==> config.mk <==
export PLATFORM = sky130hd
export DESIGN_NAME = uart_rx
export DESIGN_NICKNAME = d
export VERILOG_FILES = /design/src/rtl/uart_pkg.sv /design/src/rtl/rx_bit_sampler.sv /design/src/rtl/uart_rx.sv
export SDC_FILE = /design/constraint.sdc
export NUM_CORES = 1
export LEC_CHECK = 0
export CAP_MARGIN = 20
export CORE_ASPECT_RATIO = 0.5
export CORE_MARGIN = 5
export CORE_UTILIZATION = 50
export DETAILED_ROUTE_END_ITERATION = 8
export PLACE_DENSITY_LB_ADDON = 0.05
export SYNTH_ARGS = -nofsm -noshare
export SYNTH_HDL_FRONTEND = slang
export SYNTH_SLANG_ARGS = --single-unit
export TNS_END_PERCENT = 1
==> constraint.sdc <==
create_clock -name clock -period 4.25 [get_ports clock]
set_input_delay 0.85 -clock clock [delete_from_list [all_inputs] [get_ports clock]]
set_output_delay 0.85 -clock clock [all_outputs]
set_load 0.02 [all_outputs]
==> src/rtl/uart_pkg.sv <==
// Shared UART definitions: receiver FSM states and parity-mode encodings
// common to the receiver and the transmitter.
package uart_pkg;

    typedef enum logic [2:0] {
        ST_IDLE,
        ST_START,
        ST_DATA,
        ST_PARITY,
        ST_STOP,
        ST_WAIT_IDLE
    } rx_state_e;

    // Value the XOR of data and parity bit must equal for a good frame.
    localparam logic PAR_MODE_EVEN = 1'b0;
    localparam logic PAR_MODE_ODD  = 1'b1;

    // Parity-check failure for a frame: data XOR received parity bit must
    // equal the selected parity mode.
    function automatic logic parity_mismatch(input logic data_xor,
                                             input logic par_bit,
                                             input logic par_mode);
        return (data_xor ^ par_bit) != par_mode;
    endfunction

endpackage

==> src/rtl/rx_bit_sampler.sv <==
// Front end of the UART receiver: two-flop synchronizer for the serial line,
// falling-edge detector and the free-running bit-clock counter whose
// mid-bit tick tells the FSM when to sample.
module rx_bit_sampler #(
    parameter int OVERSAMPLE = 8
) (
    input  logic clock,
    input  logic reset,
    input  logic serial_in,
    input  logic cnt_clear,
    output logic line,
    output logic fall,
    output logic tick
);

    localparam int CNT_W = $clog2(OVERSAMPLE);

    logic             sync1_q, sync1_d;
    logic             sync2_q, sync2_d;
    logic             prev_q,  prev_d;
    logic [CNT_W-1:0] cnt_q,   cnt_d;

    // Next-state for synchronizer, edge history and bit-clock counter.
    always_comb begin
        // NOTE: every always_comb output gets a value on every path (here
        // unconditionally, elsewhere as a default first) so no latch is inferred.
        sync1_d = serial_in;
        sync2_d = sync1_q;
        prev_d  = sync2_q;
        if (cnt_clear || cnt_q == CNT_W'(OVERSAMPLE - 1)) begin
            cnt_d = '0;
        end else begin
            cnt_d = cnt_q + CNT_W'(1);
        end
    end

    // State registers; the line history resets to idle-high so reset release
    // never looks like a start edge.
    always_ff @(posedge clock or posedge reset) begin
        // NOTE: non-blocking assignments keep every flop sampling pre-edge
        // values, so the two synchronizer stages really form a 2-deep chain.
        if (reset) begin
            sync1_q <= 1'b1;
            sync2_q <= 1'b1;
            prev_q  <= 1'b1;
            cnt_q   <= '0;
        end else begin
            sync1_q <= sync1_d;
            sync2_q <= sync2_d;
            prev_q  <= prev_d;
            cnt_q   <= cnt_d;
        end
    end

    assign line = sync2_q;
    assign fall = prev_q & ~sync2_q;
    assign tick = (cnt_q == CNT_W'(OVERSAMPLE / 2 - 1));

endmodule

==> src/rtl/uart_rx.sv <==
// UART receiver: frame FSM (start, data LSB first, optional parity, stop
// bits, break wait) plus a one-word holding register with valid/ready
// handshake and overrun reporting.
module uart_rx
    import uart_pkg::*;
#(
    parameter int DATA_W     = 20,
    parameter int OVERSAMPLE = 8,
    parameter int PARITY_EN  = 0,
    parameter int PARITY_ODD = 0,
    parameter int STOP_BITS  = 1
) (
    input  logic              clock,
    input  logic              reset,
    input  logic              serialIn,
    output logic [DATA_W-1:0] rxData,
    output logic              rxValid,
    input  logic              rxReady,
    output logic              frameErr,
    output logic              parityErr,
    output logic              overrunErr,
    output logic              busy
);

    localparam int   BIT_W    = $clog2(DATA_W);
    localparam logic PAR_MODE = (PARITY_ODD != 0) ? PAR_MODE_ODD : PAR_MODE_EVEN;

    logic line, fall, tick, cnt_clear;

    rx_bit_sampler #(
        .OVERSAMPLE(OVERSAMPLE)
    ) u_sampler (
        .clock    (clock),
        .reset    (reset),
        .serial_in(serialIn),
        .cnt_clear(cnt_clear),
        .line     (line),
        .fall     (fall),
        .tick     (tick)
    );

    rx_state_e         state_q, state_d;
    logic [BIT_W-1:0]  bit_cnt_q, bit_cnt_d;
    logic [DATA_W-1:0] shift_q, shift_d;
    logic              frame_flag_q, frame_flag_d;
    logic              par_flag_q, par_flag_d;
    logic [DATA_W-1:0] rx_data_q, rx_data_d;
    logic              rx_valid_q, rx_valid_d;
    logic              frame_err_q, frame_err_d;
    logic              parity_err_q, parity_err_d;
    logic              overrun_q, overrun_d;
    logic              last_stop;
    logic              frame_err_now;

    // Frame FSM: walks the bit sequence on mid-bit ticks and flags the final stop sample.
    always_comb begin
        state_d       = state_q;
        bit_cnt_d     = bit_cnt_q;
        shift_d       = shift_q;
        frame_flag_d  = frame_flag_q;
        par_flag_d    = par_flag_q;
        cnt_clear     = 1'b0;
        last_stop     = 1'b0;
        frame_err_now = frame_flag_q;
        case (state_q)
            ST_IDLE: begin
                if (fall) begin
                    state_d      = ST_START;
                    cnt_clear    = 1'b1;
                    bit_cnt_d    = '0;
                    frame_flag_d = 1'b0;
                    par_flag_d   = 1'b0;
                end
            end
            ST_START: begin
                if (tick) begin
                    // A line back high at mid start bit was only a glitch.
                    state_d   = line ? ST_IDLE : ST_DATA;
                    bit_cnt_d = '0;
                end
            end
            ST_DATA: begin
                if (tick) begin
                    shift_d = {line, shift_q[DATA_W-1:1]};
                    if (bit_cnt_q == BIT_W'(DATA_W - 1)) begin
                        bit_cnt_d = '0;
                        state_d   = (PARITY_EN != 0) ? ST_PARITY : ST_STOP;
                    end else begin
                        bit_cnt_d = bit_cnt_q + BIT_W'(1);
                    end
                end
            end
            ST_PARITY: begin
                if (tick) begin
                    par_flag_d = parity_mismatch(^shift_q, line, PAR_MODE);
                    state_d    = ST_STOP;
                end
            end
            ST_STOP: begin
                if (tick) begin
                    frame_err_now = frame_flag_q | ~line;
                    frame_flag_d  = frame_err_now;
                    if (bit_cnt_q == BIT_W'(STOP_BITS - 1)) begin
                        last_stop = 1'b1;
                        // A low line here is a break; wait for idle before re-arming.
                        state_d   = line ? ST_IDLE : ST_WAIT_IDLE;
                    end else begin
                        bit_cnt_d = bit_cnt_q + BIT_W'(1);
                    end
                end
            end
            ST_WAIT_IDLE: begin
                if (line) begin
                    state_d = ST_IDLE;
                end
            end
            default: begin
                state_d = ST_IDLE;
            end
        endcase
    end

    // Holding register: load on the final stop sample when free or being drained, else report overrun.
    always_comb begin
        rx_data_d    = rx_data_q;
        rx_valid_d   = rx_valid_q;
        frame_err_d  = frame_err_q;
        parity_err_d = parity_err_q;
        overrun_d    = 1'b0;
        if (rx_valid_q && rxReady) begin
            rx_valid_d = 1'b0;
        end
        if (last_stop) begin
            if (!rx_valid_q || rxReady) begin
                rx_data_d    = shift_q;
                frame_err_d  = frame_err_now;
                parity_err_d = par_flag_q;
                rx_valid_d   = 1'b1;
            end else begin
                overrun_d = 1'b1;
            end
        end
    end

    // State and output registers; reset drops any partial frame and any held word.
    always_ff @(posedge clock or posedge reset) begin
        if (reset) begin
            state_q      <= ST_IDLE;
            bit_cnt_q    <= '0;
            shift_q      <= '0;
            frame_flag_q <= 1'b0;
            par_flag_q   <= 1'b0;
            rx_data_q    <= '0;
            rx_valid_q   <= 1'b0;
            frame_err_q  <= 1'b0;
            parity_err_q <= 1'b0;
            overrun_q    <= 1'b0;
        end else begin
            state_q      <= state_d;
            bit_cnt_q    <= bit_cnt_d;
            shift_q      <= shift_d;
            frame_flag_q <= frame_flag_d;
            par_flag_q   <= par_flag_d;
            rx_data_q    <= rx_data_d;
            rx_valid_q   <= rx_valid_d;
            frame_err_q  <= frame_err_d;
            parity_err_q <= parity_err_d;
            overrun_q    <= overrun_d;
        end
    end

    assign rxData     = rx_data_q;
    assign rxValid    = rx_valid_q;
    assign frameErr   = frame_err_q;
    assign parityErr  = parity_err_q;
    assign overrunErr = overrun_q;
    assign busy       = (state_q != ST_IDLE);

endmodule

==> results of run 1 <==
[final cells by class]
type                            count  share of cell area [%]
Tap cell                           73                    2.77
Multi-Input combinational cell    126                    35.5
Sequential cell                    60                    45.7
Clock buffer                        9                    3.76
Inverter                            7                   0.797
Timing Repair Buffer               31                    9.18
Clock inverter                      7                    2.31
[sequential cells by signal, summed over array words and instances, names as in the netlist]
register,flops
rxData,20
shift_q,20
bit_cnt_q,5
state_q,3
u_sampler.cnt_q,3
frameErr,1
frame_flag_q,1
overrunErr,1
par_flag_q,1
parityErr,1
rxValid,1
u_sampler.line,1
u_sampler.prev_q,1
u_sampler.sync1_q,1
[critical path: stages (launching register included)]
cell	delay [ps]
dfrtp_1	510
or3_1	460
clkdlybuf4s50_1	570
[power groups by stage]
stage	clock network, W	registers (W)	logic [W]
after floorplan	0	0.000689	0.000340
after global placement	0	0.000714	0.000412
after detailed placement	0	0.000716	0.000424
after CTS	0.000530	0.000705	0.000428
after global routing	0.000561	0.000716	0.000476
final	0.000511	0.000706	0.000422
[cell usage after synthesis (2+ instances only)]
cell type  instances
nor3_1             2
nand2_1            7
dfrtp_1           57
nor2b_1            2
ha_1               5
xnor2_1           17
dfstp_2            3
nand2b_1           5
mux2_4            18
nand3_1            5
o2bb2ai_1          2
clkbuf_1           4
inv_1              7
nor2_1             7
xor2_1             2
mux2_2            24
buf_2              2
o21ai_0            8
[cells by family after synthesis]
| logic type | Yosys count | synth area share (%) |
|---|---|---|
| flops | 60 | 54.6 |
| mux | 43 | 20.0 |
| simple gates | 37 | 7.57 |
| compound gates | 21 | 5.26 |
| xor+xnor | 20 | 6.85 |
| buf+inv | 16 | 3.54 |
| fa+ha+maj | 5 | 2.27 |
[path summary, 6_finish.rpt]
check,cells past startpoint,end
max in group asynchronous,3,u_sampler.prev_q$_DFF_PP1_
min reg2reg,0,u_sampler.line$_DFF_PP1_
min in group asynchronous,2,rxData[18]$_DFFE_PP0P_
min,0,u_sampler.line$_DFF_PP1_
max,2,busy
max reg2reg,7,bit_cnt_q[2]$_DFFE_PP0P_
[through the flow]
step,util (%),power (W)
3_3_place_gp,57.1,0.00113
5_1_grt,60.8,0.00175
3_5_place_dp,57.1,0.00114
4_1_cts,60.8,0.00166
2_1_floorplan,-,0.00103
6_report,60.8,0.00164
[placed cells by master (no fill, tap or decap), types with 3 or more instances in the layout]
master / n
clkdlybuf4s50_1: 28
o21ai_0: 8
dfstp_2: 3
nand2_1: 7
xnor2_1: 17
nand2b_1: 5
buf_4: 3
clkbuf_8: 9
ha_1: 5
dfrtp_1: 57
nor2_1: 7
mux2_4: 18
mux2_2: 24
nand3_1: 5
inv_1: 6
[layer usage]
layer | up-vias | GRT usage [%]
met5 | - | 0
met3 | 4 | 6.96
met1 | 756 | 19.4
li1 | 773 | -
met4 | 0 | 3.95
met2 | 23 | 20.3
==> results.md, run 1 <==
* Status: complete, no violations
* Synth Net Count at between 200 and 250
* Fraction of layout cells with a size suffix above 1 at between 20% and 30%
* All-Layer GR Usage at 14.3%
* Post-Route M1 WL at 2.13 mm
* Clock buffer count from CTS at 9
* Routed vias at 1556
* Hold-fix buffer count after cts at 0
* Reg area at roughly 1500 um2
* Critical path capture point type: output port
* CTS Buffer Depth at 2
* ANT cells at 0
* Placed Area at approximately 3100 um2
* Pwr dens at around 500 nW/um2
* Sw Ratio at about a third
* CTS sink cnt at 60
* Clock Latency Late Sink at between 300 and 400 ps
* I/O pins at 29
* Drt drc at 0
* Postcts setup bufs at 0
* Max-slew headroom at a little over two fifths
* Cell variety after synth at 43
* Seq/Total Area, Yosys at 54.6%
* Hold_sp: u_sampler.sync1_q$_DFF_PP1_
* CTS tree: done
* WL/cell at ~14 um
* Max-slew violation count at 0
* Vias in the first global route at 1631
* Pleak at 1.56 nW
* Highest routed layer: met4
* Routed wl met2 at 2.01 mm
* Crit Reg-Reg Startpoint: u_sampler.cnt_q[0]$_DFF_PP0_
* GPL Wtd Cong at between 0.7 and 0.8
* Async set or reset register ratio after synthesis at 100%
* Min Tclk post-route at 2720 ps
* Clock Power Share at 31.2%
* Setup violations, final at 0
* Area Growth Syn to Fin at 19.5%
* R2R setup slack at 1960 ps
* Worst-Margin Slew at 866 ps
* Int Power at roughly 0.0011 W
* Clock skew at ~9 ps
* Initial DRC Count at 89
* Most used DFF post-synth: dfrtp_1
* Peak supply drop at 0.417 mV
* Post-synth EDFFs at 0
* DRT Pass-1 Iters at 4
* Finished Cell Area at 3300 um2
* Global-route wire length before repair at approximately 8.0 mm
* Fin worst setup slack at 1530 ps
* Largest net degree at the start of global routing at 42
* Mapped Area at 2760 um2
* DIE AREA at 7190 um2
* Initial antenna violation count at 0
* Gr ovfl total at 0
* Final ANT Viol Nets at 0
* Fin nets at 244
* Area of the multi-input gates at 1170 um2
* Clock-pin transition on the worst setup and hold timing paths at 70 ps
* Worst hold slack at around 360 ps
* CP Max Fanout at 11
* RSZ-0062 raised after global routing: no
* Initial Utilization at 50.9%
* Met3 Routed Length at 233 um
* Routed WL at 4.41 mm
* DIE HEIGHT at 62.5 um
* Die X-Extent at 115 um
* DP Worst Slack at 1750 ps
* Critical path startpoint category: flop
* Core area at 5420 um2
* Worst EP arrival at about 1900 ps
* Top cell type's share of synthesized area at 51.7%
* Top cells by area, synth: dfrtp_1 52%, mux2_4 9.8%, mux2_2 9.8%, xnor2_1 5.4%, dfstp_2 2.9%
* Sequential Power Share at roughly 43%
* Mapped Cells at 202
* Post-route insts no fill at 313
* FILL cells at 434
* Synth Warn # at 0
* Htree depth at 3
* Clk Tree Root Cell: clkbuf_8
* Top cell type by total area after synthesis: dfrtp_1
* Hold WC Path Type: flop to flop
* Maximum clock frequency at between 300 and 400 MHz
* Critical Path RT at 3400 ps
* I/O Buffers at 28
* Critical Setup Path Class: flop to output port
* Post-route setup TNS at 0 ps
* DP Cell Count at ~300
* Rows at 19
* Mapped Avg Cell Area at between 10 and 15 um2
* Psw at 0.000517 W
* Final Hold Violating Endpoints at 0
* Final Cycle Share at 64.0%
* Crit path from: state_q[2]$_DFFE_PP0P_
* Hpwl dp at 3.03 mm
* Logic gate share of total power at 25.7%
* Post-cts sizing count at 0
* Total of max-cap violations at 0
* Synth Register Bits at 60
* Via/cell ratio at 4.97
(Power assumes the default switching activity.)
==> inputs of run 2 (changes only) <==
==> constraint.sdc (replaced) <==
create_clock -name clock -period 2.6 [get_ports clock]
set_input_delay 0.52 -clock clock [delete_from_list [all_inputs] [get_ports clock]]
set_output_delay 0.52 -clock clock [all_outputs]
set_load 0.02 [all_outputs]
==> results.md, run 2 (synthesized netlist as in run 1, its figures left out) <==
* Routed WL at 4.44 mm (was 4.41 mm)
* Hpwl dp at 3.00 mm (was 3.03 mm)
* Critical Setup Path Class: flop to output port (unchanged)
* Die X-Extent at 115 um (unchanged)
* Status: complete, no violations (unchanged)
* Fraction of layout cells with a size suffix above 1 at 29.3% (was 28.7%)
* I/O pins at 29 (unchanged)
* Pwr dens at 809 nW/um2 (was 497 nW/um2)
* Post-route setup TNS at 0 ps (unchanged)
* Area of the multi-input gates at 1170 um2 (unchanged)
* Worst EP arrival at 1870 ps (about the same)
* Initial DRC Count at 65 (was 89)
* Hold WC Path Type: flop to flop (unchanged)
* Initial antenna violation count at 0 (unchanged)
* Maximum clock frequency at around 420 MHz
* FILL cells at 447 (was 434)
* Post-route insts no fill at 315 (was 313)
* Clock-pin transition on the worst setup and hold timing paths at 60 ps (was 70 ps)
* Hold-fix buffer count after cts at 0 (unchanged)
* Final ANT Viol Nets at 0 (unchanged)
* Max-slew violation count at 0 (unchanged)
* Worst-Margin Slew at 453 ps (was 866 ps)
* Final Cycle Share at 92.1%
* WL/cell at 14.1 um (about the same)
* Routed vias at 1617 (was 1556)
* Worst hold slack at 356 ps (was 357 ps)
* CTS Buffer Depth at 2 (unchanged)
* GPL Wtd Cong at 0.862 (was 0.751)
* R2R setup slack at 380 ps (was 1960 ps)
* Clk Tree Root Cell: clkbuf_8 (unchanged)
* Postcts setup bufs at 0 (unchanged)
* Min Tclk post-route at 2390 ps
* Critical path capture point type: output port (unchanged)
* DIE HEIGHT at 62.5 um (unchanged)
* Core area at 5420 um2 (unchanged)
* Fin worst setup slack at 206 ps (was 1530 ps)
* All-Layer GR Usage at 14.6% (was 14.3%)
* Initial Utilization at 50.9% (unchanged)
* Finished Cell Area at 3330 um2 (was 3300 um2)
* Placed Area at 3120 um2 (was 3100 um2)
* RSZ-0062 raised after global routing: no (unchanged)
* Fin nets at 246 (was 244)
* CP Max Fanout at 11 (unchanged)
* Max-slew headroom at 69.4% (was 41.7%)
* ANT cells at 0 (unchanged)
* Post-cts sizing count at 0 (unchanged)
* Final Hold Violating Endpoints at 0 (unchanged)
* Setup violations, final at 0 (unchanged)
* Peak supply drop at 0.489 mV (was 0.417 mV)
* CTS sink cnt at 60 (unchanged)
* Clock Latency Late Sink at 340 ps (about the same)
* Critical path startpoint category: flop (unchanged)
* Clock buffer count from CTS at 9 (unchanged)
* Area Growth Syn to Fin at 20.5% (was 19.5%)
* Htree depth at 3 (unchanged)
* Commonest non-fill, non-tap cell in the layout: dfrtp_1 (unchanged)
* Gr ovfl total at 0 (unchanged)
* Clock skew at 9.88 ps (was 9.23 ps)
* Rows at 19 (unchanged)
* CTS tree: done (unchanged)
* Drt drc at 0 (unchanged)
* Vias in the first global route at 1752 (was 1631)
* Total of max-cap violations at 0 (unchanged)
* Via/cell ratio at 5.13 (was 4.97)
* Most frequent cells in the layout: 57 x dfrtp_1, 28 x clkdlybuf4s50_1, 24 x mux2_2 (unchanged)
* I/O Buffers at 28 (unchanged)
* DRT Pass-1 Iters at 4 (unchanged)
* Critical Path RT at 2080 ps (was 3400 ps)
* Global-route wire length before repair at 8.18 mm (was 8.02 mm)
* DIE AREA at 7190 um2 (unchanged)
* DP Cell Count at 299 (was 297)
* Reg area at 1510 um2 (unchanged)
* Largest net degree at the start of global routing at 61 (was 42)
* Pleak at 1.58 nW (was 1.56 nW)
* DP Worst Slack at 395 ps (was 1750 ps)
## run 2: layout make-up
class	instances	area share [%]
flip-flops and latches	60	45.3
multi-input cells	126	35.2
repair buffers	33	9.93
clock buffers	10	4.14
well taps	73	2.75
clock inverters	6	1.92
inverters	7	0.790
## run 2: final timing paths
check / start / endpoint / cells past startpoint
worst min-delay path: u_sampler.sync1_q$_DFF_PP1_ / u_sampler.line$_DFF_PP1_ / 0
worst max-delay path: state_q[2]$_DFFE_PP0P_ / busy / 2
worst min register to register: u_sampler.sync1_q$_DFF_PP1_ / u_sampler.line$_DFF_PP1_ / 0
min in group asynchronous: reset / rxData[16]$_DFFE_PP0P_ / 3
worst max register to register: state_q[2]$_DFFE_PP0P_ / rxData[15]$_DFFE_PP0P_ / 5
max in group asynchronous: reset / u_sampler.line$_DFF_PP1_ / 3
## run 2: per-layer routing
| layer | vias up | routed length (um) | GRT usage [%] |
|---|---|---|---|
| met5 | - | 0 | 0 |
| li1 | 773 | - | - |
| met1 | 814 | 2030 | 18.0 |
| met3 | 7 | 195 | 6.09 |
| met2 | 23 | 2160 | 22.8 |
| met4 | 0 | 57 | 5.71 |
## run 2: per-stage QoR
step | total power [W] | util, %
6_report | 0.00269 | 61.4
5_1_grt | 0.00288 | 61.4
4_1_cts | 0.00274 | 61.4
3_5_place_dp | 0.00189 | 57.6
3_3_place_gp | 0.00186 | 57.6
2_1_floorplan | 0.00168 | -
## run 2: where the power goes
| group | switching (W) | internal, W |
|---|---|---|
| Combinational | 0.000346 | 0.000361 |
| Sequential | 0.000115 | 0.00104 |
| Clock | 0.000362 | 0.000466 |
## run 2: worst max-delay path, cell delays in order, from the launching register on
cell	delay (ps)
dfrtp_1	510
or3_1	460
clkdlybuf4s50_1	570
